===== config.mk =====
export PLATFORM = sky130hd
export DESIGN_NAME = log_ram_ctrl
export DESIGN_NICKNAME = d
export VERILOG_FILES = /design/src/rtl/log_ctrl_pkg.sv /design/src/rtl/log_ctrl_dump.sv /design/src/rtl/log_ram_ctrl.sv
export SDC_FILE = /design/constraint.sdc
export NUM_CORES = 1
export LEC_CHECK = 0
export ABC_AREA = 1
export CAP_MARGIN = 20
export CORE_UTILIZATION = 46
export DETAILED_ROUTE_END_ITERATION = 10
export PLACE_DENSITY = 0.82
export SYNTH_ARGS = -nofsm -noshare
export SYNTH_HDL_FRONTEND = slang
export SYNTH_SLANG_ARGS = --single-unit

===== constraint.sdc =====
create_clock -name clock -period 2 [get_ports clock]
set_clock_uncertainty 0.05 [all_clocks]
set_input_delay 0.5 -clock clock [delete_from_list [all_inputs] [get_ports clock]]
set_output_delay 0.5 -clock clock [all_outputs]
set_load 0.005 [all_outputs]

===== src/rtl/log_ctrl_pkg.sv =====
// Shared definitions for the ram_save capture/dump sequencer: state codes and
// the default RAM read latency.
package log_ctrl_pkg;

  typedef enum logic [2:0] {
    ST_IDLE    = 3'd0,
    ST_ARM     = 3'd1,
    ST_CAPTURE = 3'd2,
    ST_FULL    = 3'd3,
    ST_RD      = 3'd4,
    ST_WAIT    = 3'd5,
    ST_OUT     = 3'd6,
    ST_DONE    = 3'd7
  } state_t;

  localparam int RD_LATENCY_DEF = 3;

  function automatic int cnt_width(input int lat);
    return (lat > 1) ? $clog2(lat) : 1;
  endfunction

endpackage


===== src/rtl/log_ctrl_dump.sv =====
// Readout datapath: RAM address counter, read-latency counter and the stream
// output register with its valid/ready handshake.
module log_ctrl_dump
  import log_ctrl_pkg::*;
#(
  parameter int NB_ADDR    = 11,
  parameter int NB_DATA    = 16,
  parameter int RD_LATENCY = RD_LATENCY_DEF
) (
  input  logic               clk_i,
  input  logic               rst_ni,
  input  logic               start_i,
  input  logic               abort_i,
  input  logic               rd_i,
  input  logic               wait_i,
  input  logic               ready_i,
  input  logic [NB_DATA-1:0] ram_data_i,
  output logic [NB_ADDR-1:0] ram_addr_o,
  output logic [NB_DATA-1:0] data_o,
  output logic               valid_o,
  output logic               cnt_zero_o,
  output logic               accept_o,
  output logic               last_o
);

  localparam int LAT_W = cnt_width(RD_LATENCY);
  localparam logic [LAT_W-1:0]   LAT_LOAD  = LAT_W'(RD_LATENCY - 1);
  localparam logic [NB_ADDR-1:0] ADDR_LAST = '1;

  logic [NB_ADDR-1:0] addr_q, addr_d;
  logic [LAT_W-1:0]   cnt_q, cnt_d;
  logic [NB_DATA-1:0] data_q, data_d;
  logic               valid_q, valid_d;

  assign cnt_zero_o = (cnt_q == '0);
  assign accept_o   = valid_q & ready_i;
  assign last_o     = accept_o & (addr_q == ADDR_LAST);
  assign ram_addr_o = addr_q;
  assign data_o     = data_q;
  assign valid_o    = valid_q;

  always_comb begin
    addr_d  = addr_q;
    cnt_d   = cnt_q;
    data_d  = data_q;
    valid_d = valid_q;
    if (abort_i) begin
      addr_d  = '0;
      valid_d = 1'b0;
    end else begin
      if (start_i) begin
        addr_d = '0;
      end else if (accept_o && !last_o) begin
        addr_d = addr_q + NB_ADDR'(1);
      end else begin
        addr_d = addr_q;
      end

      if (rd_i) begin
        cnt_d = LAT_LOAD;
      end else if (wait_i && !cnt_zero_o) begin
        cnt_d = cnt_q - LAT_W'(1);
      end else begin
        cnt_d = cnt_q;
      end

      // Word is captured on the cycle the latency count has run out
      if (wait_i && cnt_zero_o) begin
        valid_d = 1'b1;
        data_d  = ram_data_i;
      end else if (accept_o) begin
        valid_d = 1'b0;
      end else begin
        valid_d = valid_q;
      end
    end
  end

  always_ff @(posedge clk_i or negedge rst_ni) begin
    if (!rst_ni) begin
      addr_q  <= '0;
      cnt_q   <= '0;
      data_q  <= '0;
      valid_q <= 1'b0;
    end else begin
      addr_q  <= addr_d;
      cnt_q   <= cnt_d;
      data_q  <= data_d;
      valid_q <= valid_d;
    end
  end

endmodule


===== src/rtl/log_ram_ctrl.sv =====
// Capture/dump sequencer for ram_save. Optional capture timeout is enabled by
// defining LOG_CTRL_TIMEOUT_EN.
module log_ram_ctrl
  import log_ctrl_pkg::*;
#(
  parameter int NB_ADDR    = 11,
  parameter int NB_DATA    = 16,
  parameter int RD_LATENCY = RD_LATENCY_DEF
`ifdef LOG_CTRL_TIMEOUT_EN
  , parameter int NB_TIMEOUT = 24
`endif
) (
  input  logic               clock,
  input  logic               cpu_reset_n,
  input  logic               i_start,
  input  logic               i_dump,
  input  logic               i_abort,
  input  logic               i_full_from_ram,
  input  logic [NB_DATA-1:0] i_data_from_ram,
  output logic               o_log_ram_run,
  output logic [NB_ADDR-1:0] o_ram_read_addr,
  output logic [NB_DATA-1:0] o_data,
  output logic               o_valid,
  input  logic               i_ready,
  output logic [2:0]         o_state,
  output logic               o_done,
  output logic               o_timeout
);

  state_t state_q;
  logic   run_q;
  logic   done_q;
  logic   dump_start_s;
  logic   cnt_zero_s;
  logic   accept_s;
  logic   last_s;

`ifdef LOG_CTRL_TIMEOUT_EN
  localparam logic [NB_TIMEOUT-1:0] TMO_PRE = {{(NB_TIMEOUT-1){1'b1}}, 1'b0};
  logic [NB_TIMEOUT-1:0] tmo_q;
  logic                  timeout_q;
  assign o_timeout = timeout_q;
`else
  assign o_timeout = 1'b0;
`endif

  // i_start outranks i_dump in FULL, and i_abort outranks both
  assign dump_start_s = (state_q == ST_FULL) & i_dump & ~i_start & ~i_abort;

  log_ctrl_dump #(
    .NB_ADDR    (NB_ADDR),
    .NB_DATA    (NB_DATA),
    .RD_LATENCY (RD_LATENCY)
  ) u_dump (
    .clk_i      (clock),
    .rst_ni     (cpu_reset_n),
    .start_i    (dump_start_s),
    .abort_i    (i_abort),
    .rd_i       (state_q == ST_RD),
    .wait_i     (state_q == ST_WAIT),
    .ready_i    (i_ready),
    .ram_data_i (i_data_from_ram),
    .ram_addr_o (o_ram_read_addr),
    .data_o     (o_data),
    .valid_o    (o_valid),
    .cnt_zero_o (cnt_zero_s),
    .accept_o   (accept_s),
    .last_o     (last_s)
  );

  // run stays high from CAPTURE through the dump so ram_save keeps the RAM frozen
  always_ff @(posedge clock or negedge cpu_reset_n) begin
    if (!cpu_reset_n) begin
      state_q   <= ST_IDLE;
      run_q     <= 1'b0;
      done_q    <= 1'b0;
`ifdef LOG_CTRL_TIMEOUT_EN
      tmo_q     <= '0;
      timeout_q <= 1'b0;
`endif
    end else begin
      done_q <= 1'b0;
      if (i_abort) begin
        state_q <= ST_IDLE;
        run_q   <= 1'b0;
      end else begin
        case (state_q)
          ST_IDLE: begin
            if (i_start) begin
              state_q   <= ST_ARM;
`ifdef LOG_CTRL_TIMEOUT_EN
              timeout_q <= 1'b0;
`endif
            end
          end
          ST_ARM: begin
            state_q <= ST_CAPTURE;
            run_q   <= 1'b1;
`ifdef LOG_CTRL_TIMEOUT_EN
            tmo_q   <= '0;
`endif
          end
          ST_CAPTURE: begin
            if (i_full_from_ram) begin
              state_q <= ST_FULL;
            end
`ifdef LOG_CTRL_TIMEOUT_EN
            else begin
              tmo_q <= tmo_q + NB_TIMEOUT'(1);
              if (tmo_q == TMO_PRE) begin
                timeout_q <= 1'b1;
                state_q   <= ST_IDLE;
                run_q     <= 1'b0;
              end
            end
`endif
          end
          ST_FULL: begin
            if (i_start) begin
              state_q   <= ST_ARM;
              run_q     <= 1'b0;
`ifdef LOG_CTRL_TIMEOUT_EN
              timeout_q <= 1'b0;
`endif
            end else if (i_dump) begin
              state_q <= ST_RD;
            end
          end
          ST_RD: begin
            state_q <= ST_WAIT;
          end
          ST_WAIT: begin
            if (cnt_zero_s) begin
              state_q <= ST_OUT;
            end
          end
          ST_OUT: begin
            if (last_s) begin
              state_q <= ST_DONE;
              done_q  <= 1'b1;
              run_q   <= 1'b0;
            end else if (accept_s) begin
              state_q <= ST_RD;
            end
          end
          ST_DONE: begin
            state_q <= ST_IDLE;
          end
          default: begin
            state_q <= ST_IDLE;
            run_q   <= 1'b0;
          end
        endcase
      end
    end
  end

  assign o_state       = state_q;
  assign o_log_ram_run = run_q;
  assign o_done        = done_q;

endmodule

### Word-level counts from Yosys, hierarchy flattened

Index checks and enable logic that the tools add are counted.

| operators by class | value |
|---|---|
| mux-type cells | 24 |
| bitwise gates (word level) | 7 |
| eq/ne operators | 15 |
| add/sub/neg operators | 2 |
| reductions and logical operators | 15 |

Operators with widths:

| kind | number |
|---|---|
| two-way mux 11 bit | 3 |
| two-way mux 3 bit | 8 |
| one-hot mux 3 bit (8 select lines) | 1 |
| equality test 3 bit (second input constant) | 4 |
| != test 3 bit (second input constant) | 4 |
| adder 11 x 1 -> 11 bit (second input constant) | 1 |
| equality test 11 bit (second input constant) | 1 |
| two-way mux 1 bit | 9 |
| equality test 3 x 2 -> 1 bit (second input constant) | 2 |
| nonzero test 3 bit | 2 |
| bitwise AND 1 bit | 5 |
| AND reduction 5 bit | 1 |
| two-way mux 2 bit | 2 |
| != test 4 x 2 -> 1 bit (second input constant) | 1 |
| != test 4 bit (second input constant) | 1 |
| AND reduction 2 bit | 2 |
| nonzero test 4 bit | 1 |
| equality test 3 x 1 -> 1 bit (second input constant) | 1 |
| logical AND 1 bit | 3 |
| logical NOT 3 bit | 1 |
| != test 3 x 2 -> 1 bit (second input constant) | 1 |
| one-hot mux 1 bit (3 select lines) | 1 |
| AND reduction 3 bit | 1 |
| logical NOT 1 bit | 2 |
| other kinds (4) | 5 |

| word-level totals | value |
|---|---|
| logic and storage cells | 70 |
| bits of input ports | 23 |
| register bits after elaboration | 35 |

### Depth between registers and ports, before layout

Gate-level depths: netlist of the first run.

| depth | value |
|---|---|
| depth in word-level cells | 7 |
| gate-level depth with buffers | 10 |

### Modules after synthesis

Synthesis of the first run repeated with hierarchy kept, for this count alone.

| unflattened totals | value |
|---|---|
| cell total of the unflattened synthesis | 209 |
| area total of the unflattened synthesis | 1969.4 µm² |

By module, submodules not included:

| module | area an instance (µm²) | sequential area each (µm²) | cells each | times used |
|---|---|---|---|---|
| log_ctrl_dump | 1478.9 | 750.7 | 137 | 1 |
| log_ram_ctrl | 490.5 | 125.1 | 72 | 1 |

### Worst setup path after synthesis of the first run

OpenSTA, ideal clock, no wires.

| timing | value |
|---|---|
| path kind | in2reg |
| start point | in i_abort |
| end point | reg state_q[1], in the netlist o_state[1] |
| stages on the path | 10 |
| setup time | 116 ps |
| required time | 1834 ps |
| path buffers | 2 |
| arrival time | 1290 ps |
| setup slack | 543 ps |
| cell sequence | buf_6 inv_1 buf_4 nand2_1 nor2_1 nor2_1 nand3_1 nor2_1 nand2_1 nand2_1 |

| between the ends | value |
|---|---|
| longest elaborated chain between the ends | 2 |

RTL lines:

| what | RTL line | text |
|---|---|---|
| start, declared | log_ram_ctrl.sv:17 | `input logic i_abort,` |
| != test 4 x 2 -> 1 bit (no line), or another cell as far along | - |  |
| AND reduction 5 bit (no line) | - |  |
| end signal, assigned | log_ram_ctrl.sv:74 | `state_q <= ST_IDLE;` |
| end signal, assigned | log_ram_ctrl.sv:84 | `state_q <= ST_IDLE;` |
| end signal, assigned | log_ram_ctrl.sv:90 | `state_q <= ST_ARM;` |
| end, declared | log_ram_ctrl.sv:30 | `state_t state_q;` |

Parallel ways exist; a longest one is shown, timed or not.
A chain may end at the register's enable or synchronous reset.

### Worst setup path in the final report of the first run

| timing | value |
|---|---|
| start point | reg state_q[0], in the netlist o_state[0] |
| end point | out o_state[0] |

RTL lines:

| what | RTL line | text |
|---|---|---|
| end, declared | log_ram_ctrl.sv:25 | `output logic [2:0] o_state,` |

No word-level cell between the ends.

==> impl_metrics.env, run 1 <==
export IMPL_met3_usage=0.0608
export IMPL_numPortBuffers=55
export IMPL_rsz0062_at_grt="no"
export IMPL_status="complete, no violations"
export IMPL_critPathRequiredTime_ns=1.45
export IMPL_slowest_stage="clkdlybuf4s50_1"
export IMPL_syn_to_final_growth_pct=36.2
export IMPL_synthTopCellsByArea="dfrtp_1 (47%), nand2_1 (19%), nor2_1 (5.5%), nand3_1 (5.1%), inv_1 (4.7%)"
export IMPL_cp_slowest_stage_delay_ns=0.57
export IMPL_gr_usage_met1=0.257
export IMPL_post_cts_buffers=0
export IMPL_die_w_um=65.4
export IMPL_cts_buffers=5
export IMPL_antenna_found_initial=0
export IMPL_min_period_over_period=0.960
export IMPL_cts_tree="done"
export IMPL_synth_nets=267
export IMPL_synth_avg_cell_area_um2=7.65
export IMPL_tns_ns=0
export IMPL_hpwlAfterDp_um=2890
export IMPL_critPathLaunchType="flop"
export IMPL_gp_routability_congestion=0.909
export IMPL_ys_seq_elements=35
export IMPL_overflow=0
export IMPL_fillers=325
export IMPL_yosys_most_used_dff="dfrtp_1"
export IMPL_yosysSeqAreaShare=0.473
export IMPL_firstDrtPassIters=4
export IMPL_htreeDepth=2
export IMPL_hold_buffers=0
export IMPL_r2r_end="u_dump.ram_addr_o[9]$_DFFE_PN0P_"
export IMPL_synth_edf_count=0
export IMPL_period_minus_slack_ns=1.92
export IMPL_root_buffer="clkbuf_8"
export IMPL_endpoint="o_state[0]"
export IMPL_leakagePower_nw=1.20
export IMPL_grt_pass1_vias=1580
export IMPL_worstPathArrival_ns=1.37
export IMPL_nets=328
export IMPL_drc=0
export IMPL_ir_worst_vdd_mv=0.458
export IMPL_initialDrtViolationCount=158
export IMPL_holdCritStartpoint="u_dump.data_o[8]$_DFFE_PN0P_"
export IMPL_criticalPathCategory="flop to primary output"
export IMPL_hold_violations=0
export IMPL_clock_fmax_ghz=0.521
export IMPL_crit_chain="clkdlybuf4s50_1"
export IMPL_multi_input_area_um2=807
export IMPL_synth_top_area_frac=0.473
export IMPL_via_per_inst=4.92
export IMPL_drive_above_1_share=0.0855
export IMPL_cts_resized_gates=0
export IMPL_endpoint_kind="primary output"
export IMPL_row_count=22
export IMPL_grt_max_degree=36
export IMPL_syn_area_mm2=0.00185
export IMPL_clockBufferDepth=2
export IMPL_wl_per_cell_um=11.3
export IMPL_async_flop_share=1.00
export IMPL_path_clk_slew_ns=0.07
export IMPL_slew_viol_final=0
export IMPL_ioPinCount=57
export IMPL_p_per_area_mw_per_mm2=727
export IMPL_hp_class="flop to flop"
export IMPL_synth_distinct_cells=28
export IMPL_antennaDiodeCount=0
export IMPL_maxCapViolations=0
export IMPL_busiest_layer="met2"
export IMPL_setup_violations=0
export IMPL_r2r_cells=8
export IMPL_cts_sinks=35
export IMPL_cp_depth=1
export IMPL_routed_wl_um=3990
export IMPL_crit_reg2reg_launch="u_dump.ram_addr_o[0]$_DFFE_PN0P_"
export IMPL_path_max_fanout=8
export IMPL_num_vias=1731
export IMPL_netlist_instances=242
export IMPL_critical_path_top_delay_family="buffers and inverters"
export IMPL_layout_commonest_cell="nand2_1"
export IMPL_synth_top_cell_by_area="dfrtp_1"
export IMPL_seqCellArea_um2=877
export IMPL_final_cell_mix="nand2_1 (93), clkdlybuf4s50_1 (55), dfrtp_1 (34)"
export IMPL_crit_start="o_state[0]$_DFFE_PN0P_"
export IMPL_crit_buf_inv=1
export IMPL_dieArea_mm2=0.00428
export IMPL_r2r_setup_slack_ns=0.39
export IMPL_ant_nets=0
export IMPL_grt_usage=0.212
export IMPL_yosysWarnings=0
export IMPL_clkLatencyLatePin_ns=0.29
export IMPL_grt_use_met2=0.327
export IMPL_grt_pass1_wl_um=6750
export IMPL_finish_utilization=0.669
export IMPL_placeableCoreArea_mm2=0.00377
export IMPL_initial_core_util=0.491
export IMPL_die_h_um=65.4
==> sequential cells by signal, summed over array words and instances, names as in the netlist <==
signal / count
o_done: 1
o_log_ram_run: 1
o_state: 3
u_dump.cnt_q: 2
u_dump.data_o: 16
u_dump.ram_addr_o: 11
u_dump.valid_o: 1
==> cells by family (layout without fill, tap and decap cells) <==
family	count (synthesis)	in the layout	share of synthesized area
xor+xnor	1	1	0.00473
flops	35	35	0.473
compound gates	16	16	0.0480
simple gates	154	154	0.368
buf+inv	33	95	0.0906
other cells	1	1	0.00203
fa+ha+maj	2	2	0.0135
==> worst min-delay path by stage <==
stage / end / cells past startpoint
after detailed placement: u_dump.data_o[9]$_DFFE_PN0P_ / 2
after global routing: u_dump.data_o[3]$_DFFE_PN0P_ / 2
after floorplan: o_done$_DFF_PN0_ / 0
final: u_dump.data_o[8]$_DFFE_PN0P_ / 2
after global placement: u_dump.data_o[2]$_DFFE_PN0P_ / 2
after CTS: u_dump.data_o[6]$_DFFE_PN0P_ / 2
==> final cells by class <==
class                           instances  share of cell area
Multi-Input combinational cell        174               0.320
Sequential cell                        35               0.348
Inverter                               27              0.0412
Timing Repair Buffer                   60               0.233
Clock buffer                            6              0.0288
Tap cell                               48              0.0238
Clock inverter                          2             0.00496
==> synth_stat cells (2+ instances only) <==
cell and count:
dfrtp_1 35, nand2_2 3, nand2_1 93, nor2_4 2
ha_1 2, o21ai_0 8, inv_1 23, nand4_1 3
buf_6 3, nand3b_1 2, inv_2 3, buf_4 2
nor2_1 27, nand3_1 19, a21oi_1 4
==> through the flow <==
stage                     worst slack [ns]  hold WS [ns]  cell area, um^2  cells  power (mW)
after floorplan                      0.543         0.154             1850    242        1.10
after global placement              0.0837         0.403             2430    344        1.33
after detailed placement            0.0341         0.410             2430    344        1.34
after CTS                           0.0364         0.431             2520    352        1.85
after global routing                0.0177         0.453             2520    352        1.96
final                               0.0798         0.433             2520    352        1.83
==> layer usage <==
metal / up-vias / part of all wire
met5: - / 0
met4: 0 / 0.033
met3: 14 / 0.075
met2: 64 / 0.45
met1: 774 / 0.44
li1: 879 / -
==> power breakdown <==
part / leakage [nW] / switching, mW / internal (mW) / total (mW)
logic: 0.693 / 0.223 / 0.241 / 0.464
registers: 0.463 / 0.0755 / 0.791 / 0.867
clock network: 0.0412 / 0.258 / 0.243 / 0.501
total: 1.20 / 0.556 / 1.28 / 1.83
Power figures use the tool's default switching activity.
==> run 2, diff against run 1 <==
- CORE_UTILIZATION: 46 -> 42
- PLACE_DENSITY: 0.82 -> 0.79
- clock period: 2 -> 1.6 ns (I/O delays scaled with it)
==> impl_metrics.env, run 2 (synthesis results as in run 1) <==
export IMPL_status="complete, no violations"
export IMPL_overflow=0
export IMPL_power_frac_clock=0.273
export IMPL_grt_usage=0.206
export IMPL_placeableCoreArea_mm2=0.00412
export IMPL_syn_to_final_growth_pct=52.1
export IMPL_switching_share=0.307
export IMPL_criticalPathCategory="flop to primary output"
export IMPL_min_period_over_period=0.948
export IMPL_ir_worst_vdd_mv=0.633
export IMPL_clock_fmax_ghz=0.660
export IMPL_fin_area_mm2=0.00281
export IMPL_critPathRequiredTime_ns=1.15
export IMPL_hold_violations=0
export IMPL_antenna_found_initial=0
export IMPL_final_cell_mix="nand2_1 (92), dfrtp_1 (33), buf_4 (33)"
export IMPL_power_frac_seq=0.443
export IMPL_wl_met3_um=338
export IMPL_tns_ns=0
export IMPL_p_per_area_mw_per_mm2=834
export IMPL_routed_wl_um=4470
export IMPL_hpwlAfterDp_um=3020
export IMPL_die_w_um=68.4
export IMPL_firstDrtPassIters=4
export IMPL_top_layer="met4"
export IMPL_cts_buffers=5
export IMPL_initial_core_util=0.450
export IMPL_ant_nets=0
export IMPL_routedLengthMet1_um=1940
export IMPL_grt_max_degree=36
export IMPL_numPortBuffers=55
export IMPL_leakagePower_nw=1.61
export IMPL_gp_routability_congestion=0.886
export IMPL_largest_reg_flops=16
export IMPL_htreeDepth=2
export IMPL_endpoint_kind="primary output"
export IMPL_hp_class="primary input to asynchronous set/reset pin"
export IMPL_combPwrFrac=0.284
export IMPL_root_buffer="clkbuf_8"
export IMPL_fillers=354
export IMPL_dpl_instance_area_mm2=0.00252
export IMPL_grt_pass1_vias=1686
export IMPL_dieArea_mm2=0.00468
export IMPL_cts_sinks=35
export IMPL_grt_pass1_wl_um=7080
export IMPL_maxCapViolations=0
export IMPL_dp_slack_ns=-0.161
export IMPL_antennaDiodeCount=0
export IMPL_num_vias=1874
export IMPL_wl_met2_um=2130
export IMPL_power_net_switching_mw=0.720
export IMPL_drc=0
export IMPL_clockBufferDepth=2
export IMPL_period_minus_slack_ns=1.52
export IMPL_initialDrtViolationCount=60
export IMPL_nets=358
export IMPL_slew_viol_final=0
export IMPL_path_max_fanout=3
export IMPL_die_h_um=68.4
export IMPL_critPathLaunchType="flop"
export IMPL_rsz0062_at_grt="no"
export IMPL_setup_slack_ns=0.0838
export IMPL_intPower_mw=1.63
export IMPL_row_count=23
export IMPL_ioPinCount=57
export IMPL_clkLatencyLatePin_ns=0.29
export IMPL_drive_above_1_share=0.198
export IMPL_path_clk_slew_ns=0.08
export IMPL_via_per_inst=4.88
export IMPL_setup_violations=0
export IMPL_wl_per_cell_um=11.6
export IMPL_layout_commonest_cell="nand2_1"
export IMPL_cts_tree="done"
export IMPL_worstPathArrival_ns=1.07
-- run 2: cell count changes in the layout (fill, tap and decap cells not counted), moves of 2 or more --
| cell | previous run | this run |
|---|---|---|
| buf_4 | 5 | 33 |
| nand3_1 | 19 | 17 |
| dlymetal6s2s_1 | 0 | 9 |
| a21oi_1 | 4 | 2 |
| clkinvlp_4 | 1 | 3 |
| dlygate4sd2_1 | 0 | 24 |
| clkdlybuf4s50_1 | 55 | 22 |
| a21oi_2 | 0 | 2 |
-- run 2: critical path: stages (launching register included) --
cell,delay (ns)
dfrtp_1,0.38
buf_4,0.14
dlygate4sd2_1,0.26
-- run 2: repair_timing --
| action | 4_1_cts | 5_1_grt |
|---|---|---|
| gates cloned | 0 | 1 |
| hold buffers | 0 | 0 |
| endpoints found under the setup margin | 31 | 22 |
| resized for setup | 26 | 22 |
| pin swaps | 0 | 4 |
| hold endpoints to repair | 0 | 0 |
| buffers inserted | 17 | 2 |
-- run 2: through the flow --
| stage | hold WS [ns] | total power, mW | utilization | cells |
|---|---|---|---|---|
| after CTS | 0.421 | 2.35 | 0.659 | 381 |
| final | 0.419 | 2.35 | 0.684 | 384 |
| after global placement | 0.403 | 1.69 | 0.614 | 356 |
| after global routing | 0.430 | 2.50 | 0.684 | 384 |
| after detailed placement | 0.408 | 1.70 | 0.614 | 356 |
| after floorplan | 0.0544 | 1.37 | - | 242 |
-- run 2: final timing paths --
check,depth (start not counted),to,startpoint,slack (ns)
max in group asynchronous,2,o_state[1]$_DFFE_PN0P_,cpu_reset_n,0.90
worst min register to register,2,u_dump.data_o[8]$_DFFE_PN0P_,u_dump.data_o[8]$_DFFE_PN0P_,0.42
worst max register to register,9,u_dump.ram_addr_o[9]$_DFFE_PN0P_,u_dump.ram_addr_o[4]$_DFFE_PN0P_,0.10
worst max-delay path,2,o_ram_read_addr[0],u_dump.ram_addr_o[0]$_DFFE_PN0P_,0.08
min in group clock,2,u_dump.data_o[8]$_DFFE_PN0P_,u_dump.data_o[8]$_DFFE_PN0P_,0.42
worst min-delay path,2,u_dump.data_o[12]$_DFFE_PN0P_,cpu_reset_n,0.42
-- run 2: metal layers --
layer	vias up	global-route usage
met5	-	0
met4	0	0.0651
met3	5	0.0817
met2	65	0.349
met1	873	0.235
li1	931	-
-- run 2: power groups by stage --
stage                     logic [mW]  clock network [mW]  registers, mW
after CTS                      0.656               0.656           1.04
after global routing           0.751               0.696           1.05
after floorplan                0.288                   0           1.08
after detailed placement       0.621                   0           1.08
final                          0.666               0.640           1.04
after global placement         0.605                   0           1.08
-- run 2: area by class of cell --
class,instances,area (um^2),area share
Sequential cell,35,878,0.312
Timing Repair Buffer,89,811,0.288
Inverter,27,106,0.0378
Timing Repair inverter,1,7.51,0.00267
Multi-Input combinational cell,174,860,0.305
Clock inverter,3,20.0,0.00711
Tap cell,50,62.6,0.0222
Clock buffer,5,68.8,0.0245
